File: src/rtl/gfx_pkg.sv
// Shared gfx definitions: object-DMA state encoding, default transfer size, DMA-window line numbers.
// Used by gfx_objdma_ctrl; the optional double-buffer build is selected with GFX_OBJDMA_DOUBLEBUF_EN.
package gfx_pkg;

    typedef enum logic [2:0] {
        ST_IDLE  = 3'd0,
        ST_ARM   = 3'd1,
        ST_READ  = 3'd2,
        ST_WRITE = 3'd3,
        ST_DONE  = 3'd4
    } objdma_state_e;

    localparam int OBJDMA_NUM_WORDS = 256;

    // DMA window lines, shared with the timing generator
    localparam int DMA_LINE_START = 479;
    localparam int DMA_LINE_END   = 494;

endpackage

File: src/rtl/gfx_objdma_ctrl_if.sv
// Bus bundle between the object-DMA controller and CPU / object RAM / object buffer.
// With GFX_OBJDMA_DOUBLEBUF_EN the destination address carries one extra bank-select MSB.
interface gfx_objdma_ctrl_if #(
    parameter int SRC_AW = 11,
    parameter int DST_AW = 8
);
    import gfx_pkg::*;

`ifdef GFX_OBJDMA_DOUBLEBUF_EN
    localparam int DST_OW = DST_AW + 1;
`else
    localparam int DST_OW = DST_AW;
`endif

    // CPU handshake: i_CPU_REQ is held for the whole access; the access may proceed only
    // while o_CPU_GNT is high. o_CPU_WAIT_n is low whenever REQ is high without a grant.
    // Memory strobes: o_SRC_RD is a one-cycle read with data on i_SRC_DATA the next
    // enable-cycle; o_DST_WR is a one-cycle write of o_DST_DATA to o_DST_ADDR.
    logic                  i_EMU_CLK6MPCEN_n;
    logic                  i_DMA_n;
    logic [SRC_AW-1:0]     i_SRC_BASE;
    logic                  i_CPU_REQ;
    logic                  o_CPU_GNT;
    logic                  o_CPU_WAIT_n;
    logic [SRC_AW-1:0]     o_SRC_ADDR;
    logic                  o_SRC_RD;
    logic [7:0]            i_SRC_DATA;
    logic [DST_OW-1:0]     o_DST_ADDR;
    logic [7:0]            o_DST_DATA;
    logic                  o_DST_WR;
    logic                  o_BUSY;
    logic                  o_DONE;
    logic                  o_OVERRUN;
    logic                  o_BANK;
    objdma_state_e         dbg_state;

    modport slave (
        input  i_EMU_CLK6MPCEN_n, i_DMA_n, i_SRC_BASE, i_CPU_REQ, i_SRC_DATA,
        output o_CPU_GNT, o_CPU_WAIT_n, o_SRC_ADDR, o_SRC_RD, o_DST_ADDR, o_DST_DATA,
               o_DST_WR, o_BUSY, o_DONE, o_OVERRUN, o_BANK, dbg_state
    );

    modport master (
        output i_EMU_CLK6MPCEN_n, i_DMA_n, i_SRC_BASE, i_CPU_REQ, i_SRC_DATA,
        input  o_CPU_GNT, o_CPU_WAIT_n, o_SRC_ADDR, o_SRC_RD, o_DST_ADDR, o_DST_DATA,
               o_DST_WR, o_BUSY, o_DONE, o_OVERRUN, o_BANK, dbg_state
    );

endinterface

File: src/rtl/gfx_objdma_arb.sv
// Object-RAM bus arbiter: registered CPU grant and combinational CPU wait.
module gfx_objdma_arb (
    input  logic clk,
    input  logic rst_n,
    input  logic ce,
    input  logic req,
    input  logic refuse,
    output logic gnt,
    output logic wait_n
);

    always_ff @(posedge clk or negedge rst_n) begin
        if (!rst_n) begin
            gnt <= 1'b0;
        end else if (ce) begin
            gnt <= req & ~refuse;
        end
    end

    assign wait_n = ~(req & ~gnt);

endmodule

File: src/rtl/gfx_objdma_ctrl.sv
// Sprite attribute DMA: copies NUM_WORDS bytes from object RAM to the object buffer once per DMA window.
// GFX_OBJDMA_DOUBLEBUF_EN adds a bank MSB on the destination address and a bank toggle per completed frame.
module gfx_objdma_ctrl
    import gfx_pkg::*;
#(
    parameter int SRC_AW    = 11,
    parameter int DST_AW    = 8,
    parameter int NUM_WORDS = OBJDMA_NUM_WORDS
) (
    input  logic               i_EMU_MCLK,
    input  logic               i_MRST_n,
    gfx_objdma_ctrl_if.slave   bus
);

    localparam int CW = $clog2(NUM_WORDS + 1);
`ifdef GFX_OBJDMA_DOUBLEBUF_EN
    localparam int DST_OW = DST_AW + 1;
`else
    localparam int DST_OW = DST_AW;
`endif

    objdma_state_e     state, state_nx;
    logic              ce, dma_q, arm_edge, last;
    logic              busy, done, overrun, src_rd, dst_wr, bank;
    logic [SRC_AW-1:0] base, src_addr;
    logic [CW-1:0]     count;
    logic [CW:0]       count_inc;
    logic [DST_OW-1:0] dst_addr, dst_addr_nx;
    logic [7:0]        dst_data;
    logic              gnt, wait_n;

    assign ce        = ~bus.i_EMU_CLK6MPCEN_n;
    // dma_q resets low so a window already open at reset release is not an edge
    assign arm_edge  = dma_q & ~bus.i_DMA_n;
    assign count_inc = {1'b0, count} + {{CW{1'b0}}, 1'b1};
    assign last      = (count_inc >= (CW+1)'(NUM_WORDS));

`ifdef GFX_OBJDMA_DOUBLEBUF_EN
    assign dst_addr_nx = {~bank, DST_AW'(count)};
`else
    assign dst_addr_nx = DST_AW'(count);
`endif

    always_ff @(posedge i_EMU_MCLK or negedge i_MRST_n) begin
        if (!i_MRST_n) begin
            state <= ST_IDLE;
        end else if (ce) begin
            state <= state_nx;
        end
    end

    always_comb begin
        state_nx = state;
        case (state)
            ST_IDLE:  if (arm_edge) state_nx = ST_ARM;
            ST_ARM: begin
                if (bus.i_DMA_n)          state_nx = ST_IDLE;
                else if (!bus.i_CPU_REQ)  state_nx = ST_READ;
            end
            ST_READ:  state_nx = ST_WRITE;
            // the byte in flight is always written; a closed window then aborts
            ST_WRITE: begin
                if (last)             state_nx = ST_DONE;
                else if (bus.i_DMA_n) state_nx = ST_IDLE;
                else                  state_nx = ST_READ;
            end
            ST_DONE:  state_nx = ST_IDLE;
            default:  state_nx = ST_IDLE;
        endcase
    end

    always_ff @(posedge i_EMU_MCLK or negedge i_MRST_n) begin
        if (!i_MRST_n) begin
            dma_q    <= 1'b0;
            base     <= '0;
            count    <= '0;
            src_addr <= '0;
            src_rd   <= 1'b0;
            dst_addr <= '0;
            dst_data <= '0;
            dst_wr   <= 1'b0;
            busy     <= 1'b0;
            done     <= 1'b0;
            overrun  <= 1'b0;
        end else if (ce) begin
            dma_q  <= bus.i_DMA_n;
            src_rd <= (state_nx == ST_READ);
            dst_wr <= 1'b0;
            done   <= 1'b0;
            if (state == ST_ARM && state_nx == ST_READ) begin
                base     <= bus.i_SRC_BASE;
                src_addr <= bus.i_SRC_BASE;
                count    <= '0;
                busy     <= 1'b1;
                overrun  <= 1'b0;
            end
            if (state == ST_WRITE) begin
                dst_wr   <= 1'b1;
                dst_data <= bus.i_SRC_DATA;
                dst_addr <= dst_addr_nx;
                count    <= count_inc[CW-1:0];
                src_addr <= base + SRC_AW'(count_inc);
            end
            if (state_nx == ST_DONE) begin
                done <= 1'b1;
                busy <= 1'b0;
            end
            if ((state == ST_ARM || state == ST_WRITE) && state_nx == ST_IDLE) begin
                overrun <= 1'b1;
                busy    <= 1'b0;
            end
        end
    end

`ifdef GFX_OBJDMA_DOUBLEBUF_EN
    always_ff @(posedge i_EMU_MCLK or negedge i_MRST_n) begin
        if (!i_MRST_n) begin
            bank <= 1'b0;
        end else if (ce && state_nx == ST_DONE) begin
            bank <= ~bank;
        end
    end
`else
    assign bank = 1'b0;
`endif

    // CPU stays refused from the DMA start through the DONE cycle
    gfx_objdma_arb u_arb (
        .clk    (i_EMU_MCLK),
        .rst_n  (i_MRST_n),
        .ce     (ce),
        .req    (bus.i_CPU_REQ),
        .refuse (busy | done),
        .gnt    (gnt),
        .wait_n (wait_n)
    );

    assign bus.o_CPU_GNT    = gnt;
    assign bus.o_CPU_WAIT_n = wait_n;
    assign bus.o_SRC_ADDR   = src_addr;
    assign bus.o_SRC_RD     = src_rd;
    assign bus.o_DST_ADDR   = dst_addr;
    assign bus.o_DST_DATA   = dst_data;
    assign bus.o_DST_WR     = dst_wr;
    assign bus.o_BUSY       = busy;
    assign bus.o_DONE       = done;
    assign bus.o_OVERRUN    = overrun;
    assign bus.o_BANK       = bank;
    assign bus.dbg_state    = state;

endmodule

File: src/flat_wrapper.sv
// flat-port wrapper written by rule: the top's interface ports become plain ports
module gfx_objdma_ctrl_flat import gfx_pkg::*;
#(
    parameter int SRC_AW    = 11,
    parameter int DST_AW    = 8,
    parameter int NUM_WORDS = OBJDMA_NUM_WORDS
)
  (i_EMU_MCLK, i_MRST_n, bus_i_EMU_CLK6MPCEN_n, bus_i_DMA_n, bus_i_SRC_BASE, bus_i_CPU_REQ, bus_i_SRC_DATA, bus_o_CPU_GNT, bus_o_CPU_WAIT_n, bus_o_SRC_ADDR, bus_o_SRC_RD, bus_o_DST_ADDR, bus_o_DST_DATA, bus_o_DST_WR, bus_o_BUSY, bus_o_DONE, bus_o_OVERRUN, bus_o_BANK, bus_dbg_state);
  gfx_objdma_ctrl_if #(.SRC_AW(SRC_AW), .DST_AW(DST_AW)) bus_i ();
  input  logic i_EMU_MCLK;
  input  logic i_MRST_n;
  input wire logic [$bits(bus_i.i_EMU_CLK6MPCEN_n)-1:0] bus_i_EMU_CLK6MPCEN_n;
  input wire logic [$bits(bus_i.i_DMA_n)-1:0] bus_i_DMA_n;
  input wire logic [$bits(bus_i.i_SRC_BASE)-1:0] bus_i_SRC_BASE;
  input wire logic [$bits(bus_i.i_CPU_REQ)-1:0] bus_i_CPU_REQ;
  input wire logic [$bits(bus_i.i_SRC_DATA)-1:0] bus_i_SRC_DATA;
  output wire logic [$bits(bus_i.o_CPU_GNT)-1:0] bus_o_CPU_GNT;
  output wire logic [$bits(bus_i.o_CPU_WAIT_n)-1:0] bus_o_CPU_WAIT_n;
  output wire logic [$bits(bus_i.o_SRC_ADDR)-1:0] bus_o_SRC_ADDR;
  output wire logic [$bits(bus_i.o_SRC_RD)-1:0] bus_o_SRC_RD;
  output wire logic [$bits(bus_i.o_DST_ADDR)-1:0] bus_o_DST_ADDR;
  output wire logic [$bits(bus_i.o_DST_DATA)-1:0] bus_o_DST_DATA;
  output wire logic [$bits(bus_i.o_DST_WR)-1:0] bus_o_DST_WR;
  output wire logic [$bits(bus_i.o_BUSY)-1:0] bus_o_BUSY;
  output wire logic [$bits(bus_i.o_DONE)-1:0] bus_o_DONE;
  output wire logic [$bits(bus_i.o_OVERRUN)-1:0] bus_o_OVERRUN;
  output wire logic [$bits(bus_i.o_BANK)-1:0] bus_o_BANK;
  output wire logic [$bits(bus_i.dbg_state)-1:0] bus_dbg_state;
  assign bus_i.i_EMU_CLK6MPCEN_n = bus_i_EMU_CLK6MPCEN_n;
  assign bus_i.i_DMA_n = bus_i_DMA_n;
  assign bus_i.i_SRC_BASE = bus_i_SRC_BASE;
  assign bus_i.i_CPU_REQ = bus_i_CPU_REQ;
  assign bus_i.i_SRC_DATA = bus_i_SRC_DATA;
  assign bus_o_CPU_GNT = bus_i.o_CPU_GNT;
  assign bus_o_CPU_WAIT_n = bus_i.o_CPU_WAIT_n;
  assign bus_o_SRC_ADDR = bus_i.o_SRC_ADDR;
  assign bus_o_SRC_RD = bus_i.o_SRC_RD;
  assign bus_o_DST_ADDR = bus_i.o_DST_ADDR;
  assign bus_o_DST_DATA = bus_i.o_DST_DATA;
  assign bus_o_DST_WR = bus_i.o_DST_WR;
  assign bus_o_BUSY = bus_i.o_BUSY;
  assign bus_o_DONE = bus_i.o_DONE;
  assign bus_o_OVERRUN = bus_i.o_OVERRUN;
  assign bus_o_BANK = bus_i.o_BANK;
  assign bus_dbg_state = bus_i.dbg_state;
  gfx_objdma_ctrl #(.SRC_AW(SRC_AW), .DST_AW(DST_AW), .NUM_WORDS(NUM_WORDS)) u_core (.i_EMU_MCLK(i_EMU_MCLK), .i_MRST_n(i_MRST_n), .bus(bus_i));
endmodule
File: config.mk
export PLATFORM = sky130hd
export DESIGN_NAME = gfx_objdma_ctrl_flat
export DESIGN_NICKNAME = d
export VERILOG_FILES = /design/src/rtl/gfx_pkg.sv /design/src/rtl/gfx_objdma_ctrl_if.sv /design/src/rtl/gfx_objdma_arb.sv /design/src/rtl/gfx_objdma_ctrl.sv /design/src/flat_wrapper.sv
export SDC_FILE = /design/constraint.sdc
export NUM_CORES = 1
export LEC_CHECK = 0
export ABC_AREA = 1
export CAP_MARGIN = 25
export CORE_ASPECT_RATIO = 1.1
export CORE_MARGIN = 4
export CORE_UTILIZATION = 56
export CTS_BUF_LIST = sky130_fd_sc_hd__clkbuf_8
export DETAILED_ROUTE_END_ITERATION = 8
export GPL_TIMING_DRIVEN = 0
export HOLD_SLACK_MARGIN = 0.12
export PLACE_DENSITY = 0.85
export SYNTH_ARGS = -nofsm -noshare
export SYNTH_HDL_FRONTEND = slang
export SYNTH_HIERARCHICAL = 1
export SYNTH_SLANG_ARGS = --single-unit
File: constraint.sdc
create_clock -name i_EMU_MCLK -period 5.9 [get_ports i_EMU_MCLK]
set_input_delay 0.885 -clock i_EMU_MCLK [delete_from_list [all_inputs] [get_ports i_EMU_MCLK]]
set_output_delay 0.885 -clock i_EMU_MCLK [all_outputs]
set_load 0.02 [all_outputs]
After elaboration in Yosys (flattened, before gate mapping). Cells that the tools add are included.

$add $sub $neg: 2. Magnitude comparators: 1. Equal/unequal tests: 5. Muxes and demuxes: 17. Bitwise logic cells: 9. Reduce and logical (&&, ||, !) cells: 13.

Operator list (number): $mux 11 (2); $mux 9 (2); $mux 3 (4); $pmux 3 s4 (1); $add 11x10->11 (1); $add 9x1->10 const B (1); $ge 10x9->1 const B (1); $reduce_and 2->1 (5); $eq 3x2->1 const B (3); $mux 1 (7); $logic_not 3->1 (2); $not 1->1 (5); $reduce_bool 2->1 (2); $and 1x1->1 (3); $eq 3x1->1 const B (1); $eq 3x3->1 const B (1); $reduce_bool 3->1 (1); $logic_and 1x1->1 (2); $mux 2 (1); $logic_or 1x1->1 (1); $or 1x1->1 (1).

Flip-flop bits (word level): 57. Input bits: 24. Output and inout port bits: 38.

Longest topological paths before layout. Gate-level depths: netlist of run 1.

Depth after elaboration: 9. Mapped depth: 16. Gate-level depth less buffers: 16.

Hierarchy. The synthesis of run 1 kept the hierarchy.

By module, submodules not included: gfx_objdma_ctrl (instances 1, cells an instance 376, area each 2987.9 sq um); gfx_objdma_arb (instances 1, cells an instance 8, area each 52.6 sq um).

Worst setup path after synthesis of run 1. No wires, ideal clock.

Path kind: reg-to-reg. From: register u_core.count[0]. To: register u_core.src_addr[9], in the netlist u_core/bus.o_SRC_ADDR[9]. Library setup time: 0.120 ns. Arrival time: 2.025 ns. Path slack: 3.755 ns. Stages on the path, launching flop included: 17. Path buffers: 0. Cells stage by stage: dfrtp_1 ha_1 nand2_1 nor2_1 nand2_1 o21ai_0 o21ai_0 inv_1 ha_1 inv_1 o21ai_0 a21oi_1 nand3_1 nand2_1 nand2_1 o21ai_1 nand2_1.

Cells in the longest elaborated chain, start to end: 8. Elaborated cells between the ends (all ways): 10. Classes of those cells: add/sub (2); order compare (1); eq/ne (1); mux (3); reduce/logical (3).

Ends and longest elaborated chain: from (decl) (RTL line gfx_objdma_ctrl.sv:26) `logic [CW-1:0] count;`; from (signal assigned) (RTL line gfx_objdma_ctrl.sv:101) `count <= count_inc[CW-1:0];`; $add 9x1->10 (*) (RTL line gfx_objdma_ctrl.sv:35) `assign count_inc = {1'b0, count} + {{CW{1'b0}}, 1'b1};`; $ge 10x9->1 (RTL line gfx_objdma_ctrl.sv:36) `assign last = (count_inc >= (CW+1)'(NUM_WORDS));`; $mux 3 (RTL line gfx_objdma_ctrl.sv:63) `if (last) state_nx = ST_DONE;`; $pmux 3 s4 (RTL line gfx_objdma_ctrl.sv:54) `case (state)`; $eq 3x2->1 (RTL line gfx_objdma_ctrl.sv:90) `if (state == ST_ARM && state_nx == ST_READ) begin`; $logic_and 1x1->1 (RTL line gfx_objdma_ctrl.sv:90); $reduce_bool 2->1 (no line); $reduce_and 2->1 (no line); to (signal assigned) (RTL line gfx_objdma_ctrl.sv:92) `src_addr <= bus.i_SRC_BASE;`; to (signal assigned) (RTL line gfx_objdma_ctrl.sv:102) `src_addr <= base + SRC_AW'(count_inc);`; to (decl) (RTL line gfx_objdma_ctrl.sv:25) `logic [SRC_AW-1:0] base, src_addr;`.

Mark *: on every way between the ends. The rest lies on a longest branch, timed or not. A chain may end at the register's enable or synchronous reset.

Final worst setup path of run 1.
From: input port bus_i_CPU_REQ. To: output port bus_o_CPU_WAIT_n.

Cells in the longest elaborated chain, start to end: 2.

Ends and longest elaborated chain: from (decl) (RTL line flat_wrapper.sv:15) `input wire logic [$bits(bus_i.i_CPU_REQ)-1:0] bus_i_CPU_REQ;`; $and 1x1->1 (RTL line gfx_objdma_arb.sv:20) `assign wait_n = ~(req & ~gnt);`; $not 1->1 (RTL line gfx_objdma_arb.sv:20); to (decl) (RTL line flat_wrapper.sv:18) `output wire logic [$bits(bus_i.o_CPU_WAIT_n)-1:0] bus_o_CPU_WAIT_n;`.

Every way passes these cells.

==> results of run 1 <==
[flip-flops by register name (all words and copies together), names as in the netlist, 3 cells and up]
name / flops
u_core/bus.o_DST_DATA: 8
u_core/base: 11
u_core/count: 9
u_core/bus.o_DST_ADDR: 8
u_core/bus.o_SRC_ADDR: 11
u_core/bus.dbg_state: 3
[area by class of cell]
cell class,instances,area (um2),area share (%)
sequential,57,1426,36.19
multi-input combinational,263,1344,34.10
timing repair buffer,61,615.6,15.62
inverter,52,195.2,4.952
clock buffer,10,137.6,3.492
tap,72,90.09,2.286
buffer,12,75.07,1.905
clock inverter,6,57.56,1.460
[logic make-up after synthesis]
logic type               count (synthesis)  share of synthesized area, %
flip-flops                              57                         46.91
other                                    1                        0.1233
adder cells (fa/ha/maj)                 12                         5.185
buffers and inverters                   64                         8.889
AND/OR/NAND/NOR                        177                         24.20
AO/OA/AOI/OAI                           61                         10.66
XOR/XNOR                                 5                         1.440
multiplexers                             7                         2.593
[worst min-delay path: cells and delay by family, from the launching register on]
family	cells	cell delay (ns)
DFF	1	0.34
and+or+nand+nor	2	0.11
[metal layers]
layer | vias up | track usage, %
met5 | - | 0
met2 | 79 | 38.55
li1 | 1375 | -
met1 | 1253 | 29.56
met4 | 0 | 11.13
met3 | 11 | 5.839
[placed cells by master (no fill, tap or decap), types with 2 or more instances in the layout]
| cell | n |
|---|---|
| sky130_fd_sc_hd__inv_2 | 2 |
| sky130_fd_sc_hd__a21oi_1 | 13 |
| sky130_fd_sc_hd__buf_4 | 3 |
| sky130_fd_sc_hd__o21ai_0 | 34 |
| sky130_fd_sc_hd__nand3_1 | 29 |
| sky130_fd_sc_hd__ha_1 | 11 |
| sky130_fd_sc_hd__clkdlybuf4s50_1 | 59 |
| sky130_fd_sc_hd__nand2_1 | 113 |
| sky130_fd_sc_hd__nand2_2 | 2 |
| sky130_fd_sc_hd__nor2_1 | 22 |
| sky130_fd_sc_hd__inv_1 | 50 |
| sky130_fd_sc_hd__o211ai_1 | 2 |
| sky130_fd_sc_hd__nor3_1 | 2 |
| sky130_fd_sc_hd__clkbuf_8 | 10 |
| sky130_fd_sc_hd__mux2_2 | 7 |
| sky130_fd_sc_hd__o22ai_1 | 2 |
| sky130_fd_sc_hd__o21ai_1 | 3 |
| sky130_fd_sc_hd__clkinv_2 | 4 |
| sky130_fd_sc_hd__buf_2 | 4 |
| sky130_fd_sc_hd__xor2_1 | 5 |
| sky130_fd_sc_hd__a31oi_1 | 5 |
| sky130_fd_sc_hd__clkbuf_1 | 4 |
| sky130_fd_sc_hd__dfrtp_1 | 57 |
| sky130_fd_sc_hd__buf_6 | 2 |
| sky130_fd_sc_hd__o21bai_1 | 2 |
| sky130_fd_sc_hd__or2_2 | 2 |
| sky130_fd_sc_hd__nand4_1 | 3 |
[power groups by stage]
stage                     Combinational (mW)  Sequential, mW  Clock [mW]
final                                  0.992           0.667       0.359
after global routing                    1.10           0.689       0.389
after CTS                              0.991           0.666       0.365
after detailed placement               0.983           0.669           0
after global placement                 0.956           0.663           0
after floorplan                        0.505           0.776           0
[final timing paths]
| kind | to | slack [ns] | depth (start not counted) |
|---|---|---|---|
| setup / recovery | bus_o_CPU_WAIT_n | 3.01 | 3 |
| hold / removal | u_core/bus.o_SRC_ADDR[6] | 0.48 | 2 |
| setup reg to reg | u_core/bus.o_SRC_ADDR[9] | 3.28 | 15 |
| hold reg to reg | u_core/bus.o_SRC_ADDR[6] | 0.48 | 2 |
| max in group asynchronous | u_core/bus.o_SRC_RD | 4.74 | 2 |
| min in group asynchronous | u_core/bus.o_SRC_ADDR[3] | 0.58 | 1 |
[stage by stage]
stage	cell area, um2	total power [mW]
floorplan	3040	1.280
global placement	3731	1.620
detailed placement	3746	1.653
CTS	3941	2.022
global route	3941	2.175
finish	3941	2.018
[cell usage after synthesis (all sizes together) (2+ instances only)]
library cell / number / area share (%)
inv: 52 / 6.4
nor2: 23 / 2.9
nand4: 3 / 0.62
nand3: 29 / 4.8
o21bai: 2 / 0.49
mux2: 7 / 2.6
o211ai: 2 / 0.49
nand2: 116 / 15
dfrtp: 57 / 47
buf: 8 / 2.0
ha: 11 / 4.5
nor3: 2 / 0.33
or2: 3 / 0.62
a31oi: 5 / 1.0
a21oi: 13 / 2.1
xor2: 5 / 1.4
clkbuf: 4 / 0.49
o21ai: 37 / 6.1
o22ai: 2 / 0.41
==> run summary, run 1 <==
Detailed placement finished with a half-perimeter wire length of 5508 um. In this run the tightest slew margin relative to its limit is 56.45%. The critical path contains buffers and inverters numbering 2 combined. Global routing used 23.66% of the available tracks across all layers. In the synthesized netlist the async set-or-reset flop fraction comes to 100.0%. Post-detailed-route wirelength per cell: 13.82 um. Of the cells placed in the final design, the portion with a size suffix greater than 1 is 8.894%.

The horizontal die dimension was 78.26 um; the post-detailed-route via-to-cell ratio was 5.099. Arrival time of the worst setup path: 2.00 ns. Critical path start-end classification: in -> out. In this run the cell area of the synthesized design comes to 3040 um2. At the later pin of the worst-skew pair, clock insertion delay measures 0.34 ns.

After synthesis, the netlist uses 30 different library cells. The tools report the number of H-tree levels as 3. Routability-driven placement finished with a final weighted congestion of 0.9743. Prior to clock tree synthesis, the placed netlist has a worst setup slack of 3.007 ns. In this design, the largest share of critical-path delay is due to buffers and inverters.

Synthesis produced 384 cells. The run gives 0 as the hold violation total from the final report. Summed over all nets, the switching power comes to 838.7 uW. The run gives 0 as the total DRC errors in the routed layout. At the pin with the least slew margin, the transition time is 0.6533 ns. The fraction of the yosys area taken by sequential cells is 46.91%, and the initial cell density of the core is 59.21%.

The worst setup path is launched from an input port. The power density relative to cell area is 511.9 nW/um2. Path type of the worst min-delay path: reg -> reg. For the final database, setup skew stands at 0.008135 ns. TritonCTS built the clock tree. The detailed router placed 2718 vias in this run. The run gives 30 as the pin count of the biggest net entering global routing. The clock network is responsible for 17.8% of the overall power.

The final total negative setup slack came out at 0 ns. Yosys mapped a number of flops with a built-in enable equal to 0. Dividing the synthesized area by the synthesized cell count gives 7.918 um2. The total count of max-transition violations in the final report is 0, and the global-route wire length before repair is 12450 um. The proportion of total power due to net switching was 41.57%; the wire length on met3 was 514 um. The worst voltage drop across the vdd grid is 0.3210 mV, and the initial antenna violation count is 0. The tools report the post-cts repair resize count as 0.

The launching point of the worst reg2reg path is u_core/count[0]. On the worst path, the slowest cell contributes a delay of 0.60 ns. Die area: 6674 um2. For this block, the routed nets add up to 7367 um of wire.

The run gives 533 as the non-filler instance count after layout. After global routing the overflow that remains totals 0. The clock slew seen by the registers of the worst setup and hold paths is 0.06 ns, and the number of buffers on the longest clock path is 2.

After filler insertion, the fill cell instance count of the layout stands at 388. The worst setup path is captured at an output pin. The highest metal layer used by the detailed router was met4.

Summed over all cells, the static leakage comes to 1.962 nW. The critical path goes through clkdlybuf4s50_1 > nand2_1 > clkdlybuf4s50_1. The standard cell with the maximum stage delay on the critical path was sky130_fd_sc_hd__clkdlybuf4s50_1.

Total of buffers placed on input and output ports: 60. Share of the core filled with cells: 76.75%. For this run, the leading register cell type out of synthesis is sky130_fd_sc_hd__dfrtp_1. The largest fanout of any net on the critical path is 3, and the combinational cell fraction of total power is 49.2%.

The minimum clock period came out at 2.887 ns. The logs give 492 for the final layout net count and 9 for the CTS buffer count. The number of maximum-capacitance constraint violations is 0, and the internal portion of total power is 1.179 mW. The repair_antennas step left the layout with diodes totalling 0. After floorplanning, the core was divided into 27 placement rows. Setup violations remaining at the end of the flow were counted as 0.

Yosys printed 6 warnings. After clock tree synthesis, the flow added hold-fix buffers numbering 0. The cell that appears most often on the critical path is sky130_fd_sc_hd__clkdlybuf4s50_1.

The clock tree root driver cell is sky130_fd_sc_hd__clkbuf_8. The total core area is 5135 um2. The tools report the data required time at the worst endpoint as 5.02 ns. The achievable frequency was 346.4 MHz; the vertical die dimension was 85.28 um.

The tree built by TritonCTS fans out to 57 sinks. The routed design uses 3636 um of met2 wire. The detailed router put a total of 3098 um of wire on met1. In this run the most critical hold path is launched from u_core/bus.o_SRC_ADDR[6]. The synthesis-to-layout area growth is 29.63%, and the via count of the first global-routing pass is 2715. Across all setup checks in the final design, the least slack found is 3.013 ns. In this run, flip-flops and latches consume 33.0% of the power. After clock tree synthesis, the setup repair step added 0 buffers. After detailed placement, the design holds a cell count of 517. The most critical setup path has its startpoint at bus_i_CPU_REQ. After the first detailed-routing iteration, the DRC count stood at 205. Setup repair after global routing left no endpoint under its margin. The final critical path takes up 48.93% of the cycle. In this run, synthesis produced a sequential element count of 57. The run gives 62 as the I/O pin count. The tools report the length of the first detailed-routing pass in iterations as 4. The flow ran to the end, and the final reports show no timing, DRC or antenna violations. Final hold analysis gives a worst-case slack of 0.4789 ns. The net count after synthesis was 420; the final antenna-violating net count was 0.
Note: power is estimated with default switching activity, not from simulation.
==> run 2, diff against run 1 <==
--- a/config.mk
+++ b/config.mk
@@ -9,12 +9,12 @@
 export CAP_MARGIN = 25
 export CORE_ASPECT_RATIO = 1.1
 export CORE_MARGIN = 4
-export CORE_UTILIZATION = 56
+export CORE_UTILIZATION = 48
 export CTS_BUF_LIST = sky130_fd_sc_hd__clkbuf_8
 export DETAILED_ROUTE_END_ITERATION = 8
 export GPL_TIMING_DRIVEN = 0
 export HOLD_SLACK_MARGIN = 0.12
-export PLACE_DENSITY = 0.85
+export PLACE_DENSITY = 0.77
 export SYNTH_ARGS = -nofsm -noshare
 export SYNTH_HDL_FRONTEND = slang
 export SYNTH_HIERARCHICAL = 1
==> constraint.sdc (replaced) <==
create_clock -name i_EMU_MCLK -period 2.4 [get_ports i_EMU_MCLK]
set_input_delay 0.36 -clock i_EMU_MCLK [delete_from_list [all_inputs] [get_ports i_EMU_MCLK]]
set_output_delay 0.36 -clock i_EMU_MCLK [all_outputs]
set_load 0.02 [all_outputs]
==> run 2 against run 1 <==
Effect of this change:
- critical path depth is 11 higher
- flip-flop and latch count did not move
- cell count is 2.4% higher
- via count is 1.4% higher
- utilization fell by 10 points
- sequential power is 150% higher
- non-clock buffer count grew 5
- sequential share of layout area shrank 1.4 points
==> run summary, run 2 (same netlist as run 1, synthesis figures left out) <==
For the worst voltage drop across the vdd grid, the log shows 0.6934 mV (+120%). The clock insertion delay at the later pin of the skew report came out at 0.34 ns (about the same). The length of the first detailed-routing pass in iterations is 4 (unchanged).

The via count of the first global-routing pass is 2768 (+2.0%). The initial cell density of the core is 49.39% (-9.8 points). Die area: 7673 um2 (+15%). The data required time at the worst endpoint was 2.63 ns (-2.39 ns); the total core area was 6156 um2 (+20%). The logs give 546 (+2.4%) for the non-filler instance count after layout and 497 (+1.0%) for the final layout net count. Leaving out fill and tap cells, the most frequent cell in the layout is sky130_fd_sc_hd__nand2_1. In this run the critical register-to-register path is launched from u_core/count[1].

Worst reg2reg path endpoint: u_core/bus.o_SRC_ADDR[10]. The share of the core filled with cells was 66.63% (-10 points). The run gives 30 (+11%) as the number of cell rows. The slew at the pin closest to its max-slew limit works out to 0.5626 ns (-0.09069 ns). The sort of element at the start of the critical path is a register.

The number of buffers on the longest clock path is 2 (unchanged), and the detailed router's first-iteration violation count is 142 (-31%). The synthesis-to-layout area growth is 34.90%. The tools report the pin count of the biggest net entering global routing as 36 (+20%).

The worst-case reg-to-reg path depth is 14 (-1). The arrival time of the worst setup path is 2.52 ns (+0.52 ns), and the number of instances in the placed design is 525 (+1.5%). Horizontal die dimension: 83.89 um (+7.2%). The largest fanout of any net on the critical path works out to 3 (unchanged). Kind of capture point of the worst setup path: a register. The CTS buffer count was 9 (unchanged); the remaining max-slew budget at the tightest pin was 62.49% (+6.0 points).

The path with the worst hold slack has its endpoint at u_core/bus.o_SRC_ADDR[9]. The total DRC errors in the routed layout is 0 (unchanged). The run gives 0 (unchanged) as the overall overflow remaining after global route. In the layout the commonest cells are sky130_fd_sc_hd__nand2_1 (108), sky130_fd_sc_hd__clkdlybuf4s50_1 (59), sky130_fd_sc_hd__dfrtp_1 (56).

The post-detailed-route wirelength per cell is 13.93 um (+0.80%), and the minimum clock period is 2.288 ns. The post-detailed-route via-to-cell ratio was 5.046 (-1.1%); the power after layout was 5.133 mW (+150%). In this run the most critical hold path is launched from u_core/bus.o_SRC_ADDR[9].

The tools report the clock tree root driver cell as sky130_fd_sc_hd__clkbuf_8. The clock slew seen by the registers of the worst setup and hold paths was 0.07 ns (about the same). The worst setup path is of the reg -> reg kind. The depth of the worst hold-timing path is 2 (unchanged). The path type of the worst min-delay path is reg -> reg. The hold violation total from the final report came out at 0 (unchanged).

The total of buffers placed on input and output ports came out at 60 (unchanged). The total count of max-transition violations in the final report came out at 0 (unchanged). The period utilization was 95.35%.

Setup repair after global routing could not meet its margin everywhere. The cell leakage power was 1.978 nW (+0.82%). The vias after detailed routing is 2755 (+1.4%). The worst-case hold slack is 0.4831 ns (+0.004232 ns).

The logs give 3756 um2 (+0.27%) for the area of placed instances and 62 (unchanged) for the I/O pin count. For the number of antenna diodes, the log shows 0 (unchanged). TritonCTS built the clock tree. The final RePlAce weighted congestion was 0.9700 (-0.44%); the power density relative to cell area was 1252 nW/um2 (+140%).

Global-route wire length before repair: 12640 um (+1.5%). The flow ran to the end, and the final reports show no timing, DRC or antenna violations. For the overall fraction of global-route tracks in use, the log shows 20.59% (-3.1 points). The vertical die dimension was 91.47 um (+7.3%). For the total clock sinks, the log shows 57 (unchanged).

The run gives 0 (unchanged) as the final antenna-violating net count. Timing would allow up to 437.0 MHz. The proportion of layout cells with a drive suffix above 1 came out at 15.02% (+6.1 points).

The logs give 5596 um (+1.6%) for the detailed placement HPWL and 0 (unchanged) for the number of maximum-capacitance constraint violations. The number of H-tree levels is 3 (unchanged), and the final clock skew is 0.01116 ns (+0.003026 ns). The routed wire length came out at 7607 um (+3.3%).

The logs give 0 (unchanged) for the final number of setup-violating endpoints and 0 (unchanged) for the initial antenna violation count. The design area was 4101 um2 (+4.1%); the setup slack of the most critical reg-to-reg path was 0.11 ns (-3.17 ns).
## run 2: changes by cell type in the layout (fill, tap and decap cells not counted), moves of 4 or more
cell | before | now
sky130_fd_sc_hd__nand2_1 | 113 | 108
sky130_fd_sc_hd__clkinv_2 | 4 | 0
sky130_fd_sc_hd__nand2_2 | 2 | 7
sky130_fd_sc_hd__ha_4 | 0 | 4
sky130_fd_sc_hd__ha_1 | 11 | 6
sky130_fd_sc_hd__buf_4 | 3 | 7
sky130_fd_sc_hd__o21ai_0 | 34 | 27
sky130_fd_sc_hd__o21ai_1 | 3 | 7
## run 2: power breakdown
part           switching, mW  total (mW)  leakage (nW)  internal, mW
sequential             0.284        1.65         0.724          1.36
clock                  0.410       0.844        0.0878         0.433
combinational           1.49        2.64          1.17          1.15
## run 2: worst max path at each step
stage	from	endpoint	slack [ns]	cells past startpoint
2_1_floorplan	u_core/count[0]	u_core/bus.o_SRC_ADDR[9]	0.25	16
3_3_place_gp	i_MRST_n	u_core/bus.o_SRC_ADDR[9]	-0.82	1
3_5_place_dp	u_core/count[0]	u_core/bus.o_SRC_ADDR[9]	-0.16	16
4_1_cts	u_core/count[1]	u_core/bus.o_SRC_ADDR[9]	0.02	16
5_1_grt	u_core/count[1]	u_core/bus.o_SRC_ADDR[10]	-0.05	15
6_report	u_core/count[1]	u_core/bus.o_SRC_ADDR[10]	0.11	14
## run 2: cell type report
| cell class | count | area, um2 |
|---|---|---|
| plain buffers | 12 | 75.07 |
| clock buffers | 11 | 151.4 |
| clock inverters | 5 | 40.04 |
| fillers | 528 | 2054 |
| inverters | 52 | 195.2 |
| multi-input cells | 263 | 1456 |
| flip-flops and latches | 57 | 1428 |
| well taps | 80 | 100.1 |
| repair buffers | 66 | 655.6 |
## run 2: metal layers
layer | global-route usage, % | vias to the layer above | share of wire (%)
li1 | - | 1383 | -
met1 | 25.13 | 1270 | 42
met2 | 33.89 | 90 | 49
met3 | 6.171 | 12 | 6.8
met4 | 8.445 | 0 | 2.1
met5 | 0 | - | 0
## run 2: per-stage QoR
stage | setup TNS (ns) | setup slack (ns)
2_1_floorplan | 0 | 0.2548
3_3_place_gp | -46.64 | -0.8194
3_5_place_dp | -0.3227 | -0.1634
4_1_cts | 0 | 0.01831
5_1_grt | -0.06447 | -0.05228
6_report | 0 | 0.1115
## run 2: worst max-delay path, stage by stage (launching register included)
cell and delay (ns):
sky130_fd_sc_hd__dfrtp_1 0.39, sky130_fd_sc_hd__buf_4 0.14, sky130_fd_sc_hd__nand2_1 0.06, sky130_fd_sc_hd__nor2_2 0.15, sky130_fd_sc_hd__nand2_2 0.10, sky130_fd_sc_hd__nor3_1 0.30, sky130_fd_sc_hd__ha_1 0.31, sky130_fd_sc_hd__inv_1 0.09
sky130_fd_sc_hd__o21bai_1 0.08, sky130_fd_sc_hd__a21oi_1 0.12, sky130_fd_sc_hd__nand3_1 0.13, sky130_fd_sc_hd__nand2_1 0.08, sky130_fd_sc_hd__nand2_1 0.04, sky130_fd_sc_hd__o21ai_1 0.12, sky130_fd_sc_hd__nand2_1 0.07
## run 2: timing repair
action	in CTS	in global routing
endpoints found under the setup margin	5	6
hold buffers	1	0
setup buffers	3	1
pin swaps	2	8
endpoints found under the hold margin	22	0
gates resized for setup	4	29
==> run 3, diff against run 2 <==
--- a/config.mk
+++ b/config.mk
@@ -9,12 +9,13 @@
 export CAP_MARGIN = 25
 export CORE_ASPECT_RATIO = 1.1
 export CORE_MARGIN = 4
-export CORE_UTILIZATION = 48
+export CORE_UTILIZATION = 56
 export CTS_BUF_LIST = sky130_fd_sc_hd__clkbuf_8
 export DETAILED_ROUTE_END_ITERATION = 8
+export DONT_BUFFER_PORTS = 1
 export GPL_TIMING_DRIVEN = 0
 export HOLD_SLACK_MARGIN = 0.12
-export PLACE_DENSITY = 0.77
+export PLACE_DENSITY = 0.73
 export SYNTH_ARGS = -nofsm -noshare
 export SYNTH_HDL_FRONTEND = slang
 export SYNTH_HIERARCHICAL = 1
==> run 3 against run 2 <==
Effect of this change:
- register-to-register slack better by 0.03 ns
- critical path type unchanged
- utilization is 1.3 points higher
- first-iteration DRC count is 5.6% lower
- clock skew is 0.0029 ns lower
- highest routed layer unchanged
- fmax is 1.4% higher
==> run summary, run 3 (same netlist as run 1, synthesis figures left out) <==
CTS placed an instance of sky130_fd_sc_hd__clkbuf_8 at the clock tree root. The horizontal die dimension is 78.26 um (-6.7%). The tools report the total count of max-transition violations in the final report as 0 (unchanged). Total of fill cells in the finished design: 441 (-16%). The worst setup path is captured at a register. The overall fraction of global-route tracks in use was 22.81% (+2.2 points); the period utilization was 94.00% (-1.4 points).

The detailed router's first-iteration violation count was 134 (-5.6%); the total clock sinks was 57 (unchanged). Via count of the first global-routing pass: 2613 (-5.6%). The slew at the pin closest to its max-slew limit is 0.5174 ns (-0.04520 ns).

The run finished with clean final reports. The design area was 3490 um2 (-15%). The initial cell density of the core is 59.21% (+9.8 points), and the number of cell rows is 27 (-10%). The total of buffers placed on input and output ports is 0 (-100%).

The final RePlAce weighted congestion is 0.8999 (-7.2%), and the cell leakage power is 1.764 nW (-11%). The power density relative to cell area is 1341 nW/um2 (+7.1%), and the I/O pin count is 62 (unchanged). The final layout net count was 437 (-12%); the worst voltage drop across the vdd grid was 0.6177 mV (-11%). The length of the first detailed-routing pass in iterations was 5 (+1); the total buffers and inverters traversed by the critical path was 3 (+1). The tools report the final number of setup-violating endpoints as 0 (unchanged). The worst setup path is launched from a register. The run gives 65.51% (+3.0 points) as the remaining max-slew budget at the tightest pin.

The CTS buffer count was 9 (unchanged); the synthesis-to-layout area growth was 14.77%. The largest incremental delay on the critical path came out at 0.36 ns (-0.03 ns). Vias after detailed routing: 2557 (-7.2%). The library cell used most frequently in the layout, excluding fill and tap cells, is sky130_fd_sc_hd__nand2_1. The clock slew seen by the registers of the worst setup and hold paths was 0.06 ns (about the same). The worst-case hold slack is 0.1418 ns (-0.3413 ns), and the proportion of layout cells with a drive suffix above 1 is 15.84% (+0.82 points). The tools report the total core area as 5135 um2 (-17%).

The run gives 67.96% (+1.3 points) as the share of the core filled with cells. Walking the worst path, the cells encountered are buf_4 > nand2_1 > nor2_2 > nand2_2 > nor2_2 > xor2_1 > inv_1 > ha_4 > inv_1 > o21ai_1 > a21oi_1 > nand3_1 > nor2_1 > o21ai_1 > nand2_1. The largest individual stage delay along the critical path comes from the cell sky130_fd_sc_hd__dfrtp_1. The critical path is of the reg -> reg type. The number of antenna diodes is 0 (unchanged). The vertical die dimension is 85.28 um (-6.8%). The post-detailed-route wirelength per cell works out to 14.90 um (+6.9%). The library cells used most frequently in the layout, excluding fill and tap cells, are sky130_fd_sc_hd__nand2_1 (107), sky130_fd_sc_hd__dfrtp_1 (56), sky130_fd_sc_hd__inv_1 (49).

The run gives 476 (-13%) as the non-filler instance count after layout. The arrival time of the worst setup path was 2.47 ns (-0.05 ns). The count of cell instances traversed by the critical path came out at 15 (+1). TritonCTS built the clock tree. The combined flip-flop and latch cell area came out at 1428 um2 (unchanged). The run gives 443.3 MHz (+1.4%) as the achievable frequency. The number of maximum-capacitance constraint violations came out at 0 (unchanged).

Family of cells with the greatest summed delay on the critical path: simple AND/OR/NAND/NOR gates. The initial antenna violation count was 0 (unchanged); the total DRC errors in the routed layout was 0 (unchanged). Worst-case reg-to-reg path depth: 15 (+1). The logs give 1436 um2 (-1.4%) for the multi-input combinational cell area and 0 (unchanged) for the final antenna-violating net count. The largest fanout of any net on the critical path is 4 (+1).

The area of placed instances is 3131 um2 (-17%), and the pin count of the biggest net entering global routing is 58 (+61%). The overall overflow remaining after global route was 0 (unchanged); the depth of the worst hold-timing path was 2 (unchanged). The logs give 6674 um2 (-13%) for the die area and 4996 um (-11%) for the detailed placement HPWL.

The hold violation total from the final report is 0 (unchanged), and the routed wire length is 7091 um (-6.8%). The number of buffers on the longest clock path came out at 2 (unchanged). Final clock skew: 0.008236 ns (-0.002925 ns). The data required time at the worst endpoint is 2.61 ns (-0.02 ns). The post-detailed-route via-to-cell ratio came out at 5.372 (+6.5%). The number of instances in the placed design was 456 (-13%); the global-route wire length before repair was 11850 um (-6.2%). The minimum clock period was 2.256 ns (-0.03248 ns); the clock insertion delay at the later pin of the skew report was 0.33 ns (about the same). The min-delay analysis places its worst path in the category in -> reg. The number of H-tree levels is 3 (unchanged).
run 3: changes by cell type in the layout (fill, tap and decap cells not counted), moves of 2 or more:
cell                              before  now
sky130_fd_sc_hd__clkinv_4              2    0
sky130_fd_sc_hd__clkinv_2              0    2
sky130_fd_sc_hd__clkdlybuf4s50_1      59    0
sky130_fd_sc_hd__inv_1                47   49
sky130_fd_sc_hd__clkbuf_8             11    9
sky130_fd_sc_hd__bufinv_16             0    2
sky130_fd_sc_hd__clkinvlp_4            3    0
run 3: what timing repair did:
item,in CTS,in global routing
pin swaps,1,8
cloned,0,0
hold endpoints to repair,57,0
endpoints found under the setup margin,4,6
hold buffers,2,0
gates resized for setup,2,27
setup buffers,3,1
run 3: report_power, final:
part	switching, mW	internal [mW]
combinational	1.08	0.699
clock	0.351	0.565
sequential	0.622	1.36
run 3: through the flow:
step / setup TNS, ns / setup slack (ns) / total power, mW
2_1_floorplan: 0 / 0.2548 / 3.147
3_3_place_gp: -0.1377 / -0.1052 / 3.463
3_5_place_dp: -0.4575 / -0.1902 / 3.526
4_1_cts: 0 / 0.02727 / 4.533
5_1_grt: -0.08070 / -0.07289 / 5.067
6_report: 0 / 0.1440 / 4.679
run 3: routing by layer:
metal  wire (um)  vias up  track usage (%)
met1        2980     1179            27.33
met5           0        -                0
met2        3312       88            36.21
met4         253        0            12.88
li1            -     1268                -
met3         544       22            7.325
run 3: final timing paths:
check	startpoint	end	slack (ns)
min reg2reg	u_core/dma_q	u_core/dma_q	0.48
max	u_core/count[1]	u_core/bus.o_SRC_ADDR[10]	0.14
max reg2reg	u_core/count[1]	u_core/bus.o_SRC_ADDR[10]	0.14
min in group asynchronous	i_MRST_n	u_core/base[4]	0.61
max in group asynchronous	i_MRST_n	u_core/count[2]	1.55
min	bus_i_SRC_DATA[5]	u_core/bus.o_DST_DATA[5]	0.14
run 3: area by class of cell:
| class | instances | area share [%] |
|---|---|---|
| Clock buffer | 9 | 3.550 |
| Timing Repair Buffer | 6 | 1.936 |
| Clock inverter | 5 | 2.115 |
| Sequential cell | 57 | 40.91 |
| Tap cell | 72 | 2.582 |
| Buffer | 12 | 2.151 |
| Multi-Input combinational cell | 263 | 41.16 |
| Inverter | 52 | 5.593 |
